`src/rtl/serial_subtractor.sv`:
```
`timescale 1ns/1ps
`default_nettype none
// ============================================================================
// Module      : serial_subtractor
// Description : Bit-serial two's-complement subtractor (diff = a - b), LSB
//               first, with a start/busy/done handshake.
// Revision    : 1.0 - initial release
// ============================================================================
module serial_subtractor #(
  parameter int WIDTH = 8
) (
  input  logic             clk,
  input  logic             rst,
  input  logic             start,
  input  logic [WIDTH-1:0] a,
  input  logic [WIDTH-1:0] b,
  output logic             busy,
  output logic             done,
  output logic [WIDTH-1:0] diff,
  output logic             borrow,
  output logic             overflow
);

  localparam int            CW     = $clog2(WIDTH + 1);
  localparam logic [CW-1:0] C_LAST = CW'(WIDTH - 1);

  typedef enum logic [1:0] {
    S_IDLE = 2'd0,
    S_RUN  = 2'd1,
    S_DONE = 2'd2
  } state_t;

  state_t           r_state;
  state_t           w_next;

  logic [WIDTH-1:0] r_sa;
  logic [WIDTH-1:0] r_sb;
  logic             r_amsb;
  logic             r_bmsb;
  logic             r_bflop;
  logic [CW-1:0]    r_cnt;
  logic [WIDTH-1:0] r_diff;
  logic             r_borrow;
  logic             r_ovf;

  logic             w_ai;
  logic             w_bi;
  logic             w_d;
  logic             w_bout;
  logic             w_last;
  logic             w_ovf;
  logic [WIDTH-1:0] w_res_next;
  logic [WIDTH-1:0] w_sa_sh;
  logic [WIDTH-1:0] w_sb_sh;

  // Full-subtractor cell
  assign w_ai   = r_sa[0];
  assign w_bi   = r_sb[0];
  assign w_d    = w_ai ^ w_bi ^ r_bflop;
  assign w_bout = (~w_ai & w_bi) | (~(w_ai ^ w_bi) & r_bflop);
  assign w_last = (r_cnt == C_LAST);
  // The last cell output is the sign bit of the result.
  assign w_ovf  = (r_amsb != r_bmsb) && (w_d != r_amsb);

  generate
    if (WIDTH == 1) begin : g_one
      assign w_res_next = w_d;
      assign w_sa_sh    = 1'b0;
      assign w_sb_sh    = 1'b0;
    end else begin : g_multi
      // Partial result; the final bit is merged straight into diff.
      logic [WIDTH-2:0] r_res;

      always_ff @(posedge clk) begin
        if (rst) begin
          r_res <= '0;
        end else if (r_state == S_RUN) begin
          r_res <= w_res_next[WIDTH-1:1];
        end
      end

      assign w_res_next = {w_d, r_res};
      assign w_sa_sh    = {1'b0, r_sa[WIDTH-1:1]};
      assign w_sb_sh    = {1'b0, r_sb[WIDTH-1:1]};
    end
  endgenerate

  always_ff @(posedge clk) begin
    if (rst) begin
      r_state <= S_IDLE;
    end else begin
      r_state <= w_next;
    end
  end

  always_comb begin
    w_next = r_state;
    case (r_state)
      S_IDLE:  if (start) w_next = S_RUN;
      S_RUN:   if (w_last) w_next = S_DONE;
      S_DONE:  w_next = S_IDLE;
      default: w_next = S_IDLE;
    endcase
  end

  always_ff @(posedge clk) begin
    if (rst) begin
      r_sa     <= '0;
      r_sb     <= '0;
      r_amsb   <= 1'b0;
      r_bmsb   <= 1'b0;
      r_bflop  <= 1'b0;
      r_cnt    <= '0;
      r_diff   <= '0;
      r_borrow <= 1'b0;
      r_ovf    <= 1'b0;
    end else begin
      case (r_state)
        S_IDLE: begin
          if (start) begin
            r_sa    <= a;
            r_sb    <= b;
            r_amsb  <= a[WIDTH-1];
            r_bmsb  <= b[WIDTH-1];
            r_bflop <= 1'b0;
            r_cnt   <= '0;
          end
        end
        S_RUN: begin
          r_sa    <= w_sa_sh;
          r_sb    <= w_sb_sh;
          r_bflop <= w_bout;
          r_cnt   <= r_cnt + CW'(1);
          if (w_last) begin
            r_diff   <= w_res_next;
            r_borrow <= w_bout;
            r_ovf    <= w_ovf;
          end
        end
        default: ;
      endcase
    end
  end

  assign busy     = (r_state == S_RUN);
  assign done     = (r_state == S_DONE);
  assign diff     = r_diff;
  assign borrow   = r_borrow;
  assign overflow = r_ovf;

endmodule
`default_nettype wire
```
`config.mk`:
```
export PLATFORM = sky130hd
export DESIGN_NAME = serial_subtractor
export DESIGN_NICKNAME = d
export VERILOG_FILES = /design/src/rtl/serial_subtractor.sv
export SDC_FILE = /design/constraint.sdc
export NUM_CORES = 1
export LEC_CHECK = 0
export ABC_AREA = 0
export BUFFER_PORTS_ARGS = -buffer_cell sky130_fd_sc_hd__buf_2
export CAP_MARGIN = 20
export CORE_MARGIN = 2
export CORE_UTILIZATION = 54
export DETAILED_ROUTE_END_ITERATION = 16
export MAX_ROUTING_LAYER = met4
export PLACE_DENSITY = 0.88
export SYNTH_ARGS = -nofsm -noshare
export SYNTH_HDL_FRONTEND = slang
export SYNTH_SLANG_ARGS = --single-unit
```
`constraint.sdc`:
```
create_clock -name clk -period 1.7 [get_ports clk]
set_input_delay 0.085 -clock clk [delete_from_list [all_inputs] [get_ports clk]]
set_output_delay 0.085 -clock clk [all_outputs]
set_load 0.02 [all_outputs]
```
== Word-level counts from Yosys, hierarchy flattened ==
Cells that the tools add are included.

* Bits in registers: 42
* Output and inout bits: 12
* Input bits: 19
* Logic and storage cells: 44

* Multiplexer cells: 11
* Bitwise operators: 7
* Equality and inequality tests: 7
* Add/sub/neg operators: 1
* Reduce and logical (&&, ||, !) cells: 7

{| class="wikitable"
|+ Operator list
! cell !! count
|-
| $pmux W8 S2 || 2
|-
| $mux W8 || 2
|-
| $pmux W4 S2 || 1
|-
| $reduce_and A2 Y1 || 4
|-
| $add A4 B1 Y4 const B || 1
|-
| $eq A4 B3 Y1 const B || 1
|-
| $mux W2 || 2
|-
| $mux W4 || 1
|-
| $pmux W2 S2 || 1
|-
| $and A1 B1 Y1 || 2
|-
| $eq A2 B1 Y1 const B || 1
|-
| $eq A2 B2 Y1 const B || 1
|-
| $logic_not A2 Y1 || 1
|-
| $ne A1 B1 Y1 || 2
|-
| $ne A2 B1 Y1 const B || 1
|-
| $ne A2 B2 Y1 const B || 1
|-
| $not A1 Y1 || 2
|-
| $pmux W1 S2 || 1
|-
| $reduce_bool A2 Y1 || 1
|-
| $xor A1 B1 Y1 || 2
|-
| $logic_and A1 B1 Y1 || 1
|-
| $mux W1 || 1
|-
| $or A1 B1 Y1 || 1
|}

== Depth between registers and ports, before layout ==
Gate-level depths: netlist (run 1).

* Depth after elaboration: 5
* Depth in mapped cells: 6
* Depth with buffers taken out: 5

== Worst setup path before layout (run 1) ==
OpenSTA, ideal clock, no wires.

* Kind: register to register
* From: register r_sb[0]
* To: register r_ovf, in the netlist overflow
* Library setup time: 133 ps
* Data required time: 1,567 ps
* Path buffers: 0
* Cell stages (with the launch flop): 6
* Arrival: 1,227 ps
* Clock period less this slack: 1,360 ps
* Slack: 340 ps
* Cells stage by stage: dfxtp_1 -> inv_1 -> fa_1 -> and3b_1 -> a21oi_1 -> a211oi_2

* Cells in the longest elaborated chain, start to end: 4

{| class="wikitable"
|+ RTL lines
! what !! line !! text
|-
| start, declared || 37 || <nowiki>logic [WIDTH-1:0] r_sb;</nowiki>
|-
| start signal, assigned || 131 || <nowiki>r_sb <= w_sb_sh;</nowiki>
|-
| $xor A1 B1 Y1 (2 in a row) || 59 || <nowiki>assign w_d = w_ai ^ w_bi ^ r_bflop;</nowiki>
|-
| net w_d || 48 || <nowiki>logic w_d;</nowiki>
|-
| $ne A1 B1 Y1 || 63 || <nowiki>assign w_ovf = (r_amsb != r_bmsb) && (w_d != r_amsb);</nowiki>
|-
| $logic_and A1 B1 Y1 || 63 ||
|-
| end signal, assigned || 137 || <nowiki>r_ovf <= w_ovf;</nowiki>
|-
| end, declared || 44 || <nowiki>logic r_ovf;</nowiki>
|}

The timed path passes the listed nets, and every way through them passes these cells.
A chain may end at the register's enable or synchronous reset.

== Worst setup path in the final report (run 1) ==
* From: register r_state[1]
* To: output port busy

* Cells in the longest elaborated chain, start to end: 1

{| class="wikitable"
|+ RTL lines
! what !! line !! text
|-
| start, declared || 33 || <nowiki>state_t r_state;</nowiki>
|-
| start signal, assigned || 92 || <nowiki>r_state <= w_next;</nowiki>
|-
| $eq A2 B1 Y1 || 145 || <nowiki>assign busy = (r_state == S_RUN);</nowiki>
|-
| end, declared || 17 || <nowiki>output logic busy,</nowiki>
|}

Every way passes these cells.

==> run_results.csv, run 1 <==
group,metric,value,unit
logic_synthesis,synth-seq-cells,42,
cts,cts_tree,"done",
sta,worst_pin_slew,335,ps
layout,nets,267,
logic_synthesis,ys_types,33,
routing,antenna_left,0,
layout,diodes,0,
sta,slew_headroom,77.7,%
routing,routed_wl,3.38,mm
die,start_util,57.6,%
outcome,status,"complete, no violations",
cts,clk_pin_slew,120,ps
logic_synthesis,syn_area,0.00177,mm²
logic_synthesis,syn_nets,221,
placed_design,placed_cells,267,
logic_synthesis,synth_edf_count,0,
worst_setup_path,endpoint_kind,"output pin",
sta,finalCritPeriodShare,89.2,%
routing,drc,0,
global_route,grt-ovfl-total,0,
power,ir_worst_vdd,0.000531,V
cts,clock_sinks,42,
global_route,grt_max_degree,26,
layout,post_route_cells_drive_above_1_share,20.2,%
layout,fin_cells,291,
cts,clkLatencyLatePin,350,ps
power,total_power,1.79,mW
die,ios,31,
routing,drt_pass1_iterations,4,
logic_synthesis,ys.warnings.count,0,
layout,final_util,70.5,%
cts,numCtsBuffers,5,
cts,root_buffer,"clkbuf_4",
sta,finalCriticalPeriod,1520,ps
cts,post_cts_buffers,0,
placed_design,placed_area,0.00195,mm²
logic_synthesis,seq_area_frac_synth,47.5,%
layout,final_cell_mix,"dfxtp_1, buf_2, nand2_1",
routing,vias,1495,
global_route,antenna_found_initial,0,
global_route,grt.total_usage,21.8,%
routing,via_per_inst,5.14,
placed_design,gp_congestion,0.836,
layout,multiInputGateArea,836,µm²
placed_design,pre_cts_ws,201,ps
layout,final_common_cell,"dfxtp_1",
flow_run,max_cap_violations,0,
worst_setup_path,setup.worst_path.class,"reg -> out",
sta,skew,9.79,ps
sta,fin_tns_setup,0,ps
logic_synthesis,synthCells,200,
worst_setup_path,crit_path_start_kind,"flip-flop",
placed_design,port_buffers,30,
cts,clk_path_buf_depth,2,
layout,register_area,841,µm²
die,core.rowCount,20,
sta,setup_slack,184,ps
layout,area_delta_synth_final,22.5,%
die,die_x,61.3,µm
sta,slew_viol_final,0,
sta,rsz0062_at_grt,"false",
sta,whs,115,ps
global_route,grt_pass1_wl,5.73,mm
logic_synthesis,async_flop_share,0,%
power,p_leak,0.889,nW
logic_synthesis,syn_avg_cell_area,8.86,µm²
sta,final_hold_viol_count,0,
sta,setup_viol,0,
power,p_per_area,825,mW/mm²
placed_design,dp_hpwl,2.20,mm
die,core,0.00308,mm²
die,die_area,0.00376,mm²
routing,wl_per_cell,11.6,µm
sta,fmax,660,MHz
die,fp.dieH,61.3,µm
layout,fillers,226,
logic_synthesis,ys.flop_type,"dfxtp_1",
global_route,grt_pass1_vias,1383,
worst_setup_path,worstPathArrival,1430,ps
worst_setup_path,worstPathRequired,1620,ps
routing,drt-initial-drc-count,67,
cts,htree_num_levels,2,
worst_setup_path,path_max_fanout,25,
layout,final_area,0.00217,mm²
worst_hold_path,hold_class,"in -> reg",
[worst max-delay path: stages, from the launching register on]
cell,delay (ps)
dfxtp_1,400
nand2b_2,270
clkinv_4,200
buf_2,210
[layout make-up]
class	count	share of cell area, %
inverters	3	0.749
well taps	44	2.54
flip-flops and latches	42	38.7
clock buffers	7	2.54
multi-input cells	141	38.5
clock inverters	1	0.231
repair buffers	53	16.7
[flip-flops by register name, indices dropped and copies added (netlist names)]
name	count
diff	8
r_sa	8
r_sb	8
g_multi.r_res	7
r_cnt	4
r_state	2
borrow	1
overflow	1
r_amsb	1
r_bflop	1
r_bmsb	1
[what timing repair did]
action / in CTS / in global routing
gates resized for setup: 1 / 0
hold endpoints to repair: 18 / 0
hold buffers: 16 / 0
endpoints found under the setup margin: 1 / 0
[cells in the mapped netlist (2+ instances only)]
| cell type | count | area share [%] |
|---|---|---|
| mux2i_1 | 10 | 5.6 |
| inv_1 | 2 | 0.42 |
| buf_6 | 2 | 1.3 |
| nand2_1 | 29 | 6.1 |
| a211oi_1 | 15 | 6.4 |
| nor2b_1 | 2 | 0.71 |
| buf_4 | 2 | 0.85 |
| nand3_1 | 2 | 0.56 |
| buf_2 | 5 | 1.4 |
| a21oi_1 | 24 | 6.8 |
| dfxtp_1 | 42 | 47 |
| a22oi_1 | 3 | 1.3 |
| nand2b_1 | 17 | 6.0 |
| nor2_1 | 22 | 4.7 |
| clkbuf_1 | 5 | 1.1 |
[per-layer routing]
layer  share of wire (%)  GRT usage, %
met5                   0             -
met4                 2.3          10.2
met3                 5.2          7.14
met2                  46          34.3
met1                  47          25.1
[kinds of logic (layout without fill, tap and decap cells)]
family	count (synthesis)	count (layout)	share of synthesized area (%)
compound gates	50	50	18.5
mux	10	10	5.65
simple gates	79	79	21.0
fa+ha+maj	2	2	1.84
buf+inv	17	64	5.51
flops	42	42	47.5
[final timing paths]
check | depth (start not counted) | startpoint | slack, ps | end
min | 2 | rst | 110 | g_multi.r_res[6]$_SDFFE_PP0P_
min reg2reg | 2 | g_multi.r_res[0]$_SDFFE_PP0P_ | 470 | g_multi.r_res[0]$_SDFFE_PP0P_
max reg2reg | 5 | r_cnt[0]$_SDFFE_PP0P_ | 190 | diff[2]$_SDFFE_PP0P_
max | 3 | r_state[1]$_SDFFE_PP0P_ | 180 | busy
[report_power, final]
group / internal, mW / leakage (nW) / switching (mW)
registers: 1.03 / 0.343 / 0.0279
clock network: 0.201 / 0.0353 / 0.301
logic: 0.113 / 0.510 / 0.123
(Power assumes the default switching activity.)
==> run 2, diff against run 1 <==
--- a/config.mk
+++ b/config.mk
@@ -5,14 +5,14 @@
 export SDC_FILE = /design/constraint.sdc
 export NUM_CORES = 1
 export LEC_CHECK = 0
-export ABC_AREA = 0
+export ABC_AREA = 1
 export BUFFER_PORTS_ARGS = -buffer_cell sky130_fd_sc_hd__buf_2
 export CAP_MARGIN = 20
 export CORE_MARGIN = 2
 export CORE_UTILIZATION = 54
 export DETAILED_ROUTE_END_ITERATION = 16
 export MAX_ROUTING_LAYER = met4
-export PLACE_DENSITY = 0.88
+export PLACE_DENSITY = 0.89
 export SYNTH_ARGS = -nofsm -noshare
 export SYNTH_HDL_FRONTEND = slang
 export SYNTH_SLANG_ARGS = --single-unit
==> run_results.csv, run 2 <==
group,metric,value,unit
outcome,status,"complete, no violations",
worst_setup_path,setup.worst_path.class,"reg -> reg",
worst_setup_path,worstPathArrival,1690,ps
logic_synthesis,yosys.area_share.simple,29.3,%
logic_synthesis,ys.flop_type,"dfxtp_1",
routing,wl_per_cell,10.2,µm
placed_design,port_buffers,30,
worst_hold_path,hold_class,"in -> reg",
logic_synthesis,ys_types,20,
logic_synthesis,synth_edf_count,0,
placed_design,placed_cells,310,
logic_synthesis,synthTopCellsByArea,"dfxtp_1, nor2_1, nand2_1",
power,p_sw_share,27.3,%
layout,fin_cells,320,
routing,drt_pass1_iterations,4,
routing,routed_wl,3.27,mm
worst_setup_path,reg2reg_depth,6,
logic_synthesis,synthCells,245,
logic_synthesis,syn_area,0.00173,mm²
power,p_per_area,928,mW/mm²
power,p_int,1.33,mW
sta,worst_pin_slew,388,ps
worst_hold_path,min_path_cells,2,
power,p_seq_share,58.6,%
cts,clock_sinks,42,
global_route,grt.total_usage,21.0,%
die,die_area,0.00367,mm²
routing,vias,1574,
routing,drc,0,
global_route,grt_max_degree,27,
global_route,antenna_found_initial,0,
logic_synthesis,synth_xor_area_share,0,%
sta,finalCritPeriodShare,83.6,%
cts,numCtsBuffers,5,
layout,final_common_cell,"nor2_1",
die,start_util,56.7,%
cts,clkLatencyLatePin,360,ps
cts,clk_pin_slew,130,ps
layout,area_delta_synth_final,14.1,%
placed_design,gp_congestion,0.796,
worst_setup_path,crit_path_start_kind,"flip-flop",
die,ios,31,
logic_synthesis,synth-seq-cells,42,
logic_synthesis,ys.warnings.count,0,
sta,slew_headroom,74.1,%
logic_synthesis,synth_mux_area_share,0,%
sta,setup_slack,279,ps
global_route,grt-ovfl-total,0,
layout,nets,296,
worst_setup_path,regToRegSetupSlack,280,ps
power,p_comb_share,13.0,%
logic_synthesis,yosys.area.top_type,"dfxtp_1",
worst_setup_path,endpoint_kind,"flip-flop",
routing,antenna_left,0,
global_route,grt_pass1_vias,1355,
die,die_x,60.6,µm
routing,via_per_inst,4.92,
worst_setup_path,path_max_fanout,11,
sta,final_hold_viol_count,0,
logic_synthesis,synth_top_area_share,48.6,%
sta,fin_tns_setup,0,ps
worst_setup_path,worstPathRequired,1970,ps
sta,fmax,704,MHz
logic_synthesis,synthAdderAreaFrac,1.88,%
die,fp.dieH,60.6,µm
layout,diodes,0,
logic_synthesis,syn_avg_cell_area,7.06,µm²
cts,htree_num_levels,2,
logic_synthesis,syn_nets,266,
die,core.rowCount,20,
logic_synthesis,synth_commonest_cells,"nor2_1, nand2_1, dfxtp_1",
sta,setup_viol,0,
routing,drt-initial-drc-count,63,
global_route,grt_pass1_wl,5.58,mm
layout,post_route_cells_drive_above_1_share,16.7,%
logic_synthesis,async_flop_share,0,%
cts,clk_path_buf_depth,2,
sta,finalCriticalPeriod,1420,ps
die,core,0.00305,mm²
placed_design,pre_cts_ws,291,ps
sta,rsz0062_at_grt,"false",
sta,skew,23.7,ps
power,p_leak,0.915,nW
cts,post_cts_buffers,0,
logic_synthesis,synth.most_common_cell,"nor2_1",
power,ir_worst_vdd,0.000493,V
placed_design,dp_hpwl,2.22,mm
flow_run,max_cap_violations,0,
sta,slew_viol_final,0,
power,clockPowerShare,28.4,%
logic_synthesis,seq_area_frac_synth,48.6,%
power,p_sw,0.500,mW
power,total_power,1.83,mW
cts,cts_tree,"done",
logic_synthesis,synth_compound_area_share,13.7,%
logic_synthesis,synth_top_family_by_area,"simple AND/OR/NAND/NOR gates",
layout,final_cell_mix,"nor2_1, nand2_1, dfxtp_1",
cts,root_buffer,"clkbuf_4",
run 2: cell types whose count changed in the layout (fill, tap and decap cells not counted), moves of 10 or more:
cell	delta
dlygate4sd3_1	-14
a211oi_1	-15
mux2i_1	-10
nor2_1	+42
a21oi_1	-13
nand2_1	+33
o21ai_0	+33
nand2b_1	-16
run 2: repair_timing:
action,CTS,global route
resized for setup,0,0
hold buffers,2,0
hold endpoints to repair,2,0
run 2: final timing paths:
path	to	start
worst min-delay path	g_multi.r_res[5]$_SDFFE_PP0P_	rst
worst min register to register	r_bflop$_SDFFE_PP0P_	r_bflop$_SDFFE_PP0P_
worst max register to register	borrow$_SDFFE_PP0P_	r_cnt[0]$_SDFFE_PP0P_
worst max-delay path	borrow$_SDFFE_PP0P_	r_cnt[0]$_SDFFE_PP0P_
run 2: area by class of cell:
| type | instances | area [µm²] |
|---|---|---|
| clock buffer | 6 | 51.3 |
| clock inverter | 2 | 12.5 |
| fill | 290 | 1080 |
| inverter | 10 | 37.5 |
| multi-input combinational | 180 | 777 |
| sequential | 42 | 841 |
| tap | 44 | 55.1 |
| timing repair buffer | 36 | 200 |
run 2: metal layers:
| metal | global-route usage [%] | share of wire [%] |
|---|---|---|
| met1 | 23.7 | 48 |
| met2 | 34.6 | 45 |
| met3 | 6.18 | 5.8 |
| met4 | 8.70 | 1.7 |
| met5 | - | 0 |
run 2: cells by family after synthesis:
logic type / Yosys count
AOI/OAI and AO/OA: 46
adders and majority gates: 2
buffers and inverters: 23
DFF: 42
and+or+nand+nor: 132
run 2: per-stage QoR:
stage	area [µm²]	utilization, %	hold slack, ps
global placement	1890	61.9	375
detailed placement	1890	61.9	377
finish	1970	64.7	36.8
floorplan	1730	-	250
global route	1970	64.7	40.7
CTS	1970	64.7	24.3
run 2: power groups by stage:
stage / clock [mW] / sequential, mW / combinational, mW
2_1_floorplan: 0 / 1.09 / 0.185
3_3_place_gp: 0 / 1.09 / 0.229
3_5_place_dp: 0 / 1.10 / 0.234
4_1_cts: 0.536 / 1.07 / 0.239
5_1_grt: 0.583 / 1.08 / 0.273
6_report: 0.521 / 1.07 / 0.237
run 2: worst max-delay path, stage by stage (launching register included):
cell and delay (ps):
dfxtp_1 410, ha_1 220, nand2_1 80, nor2_1 90
nand2_1 200, o21ai_0 270, nor2_1 60
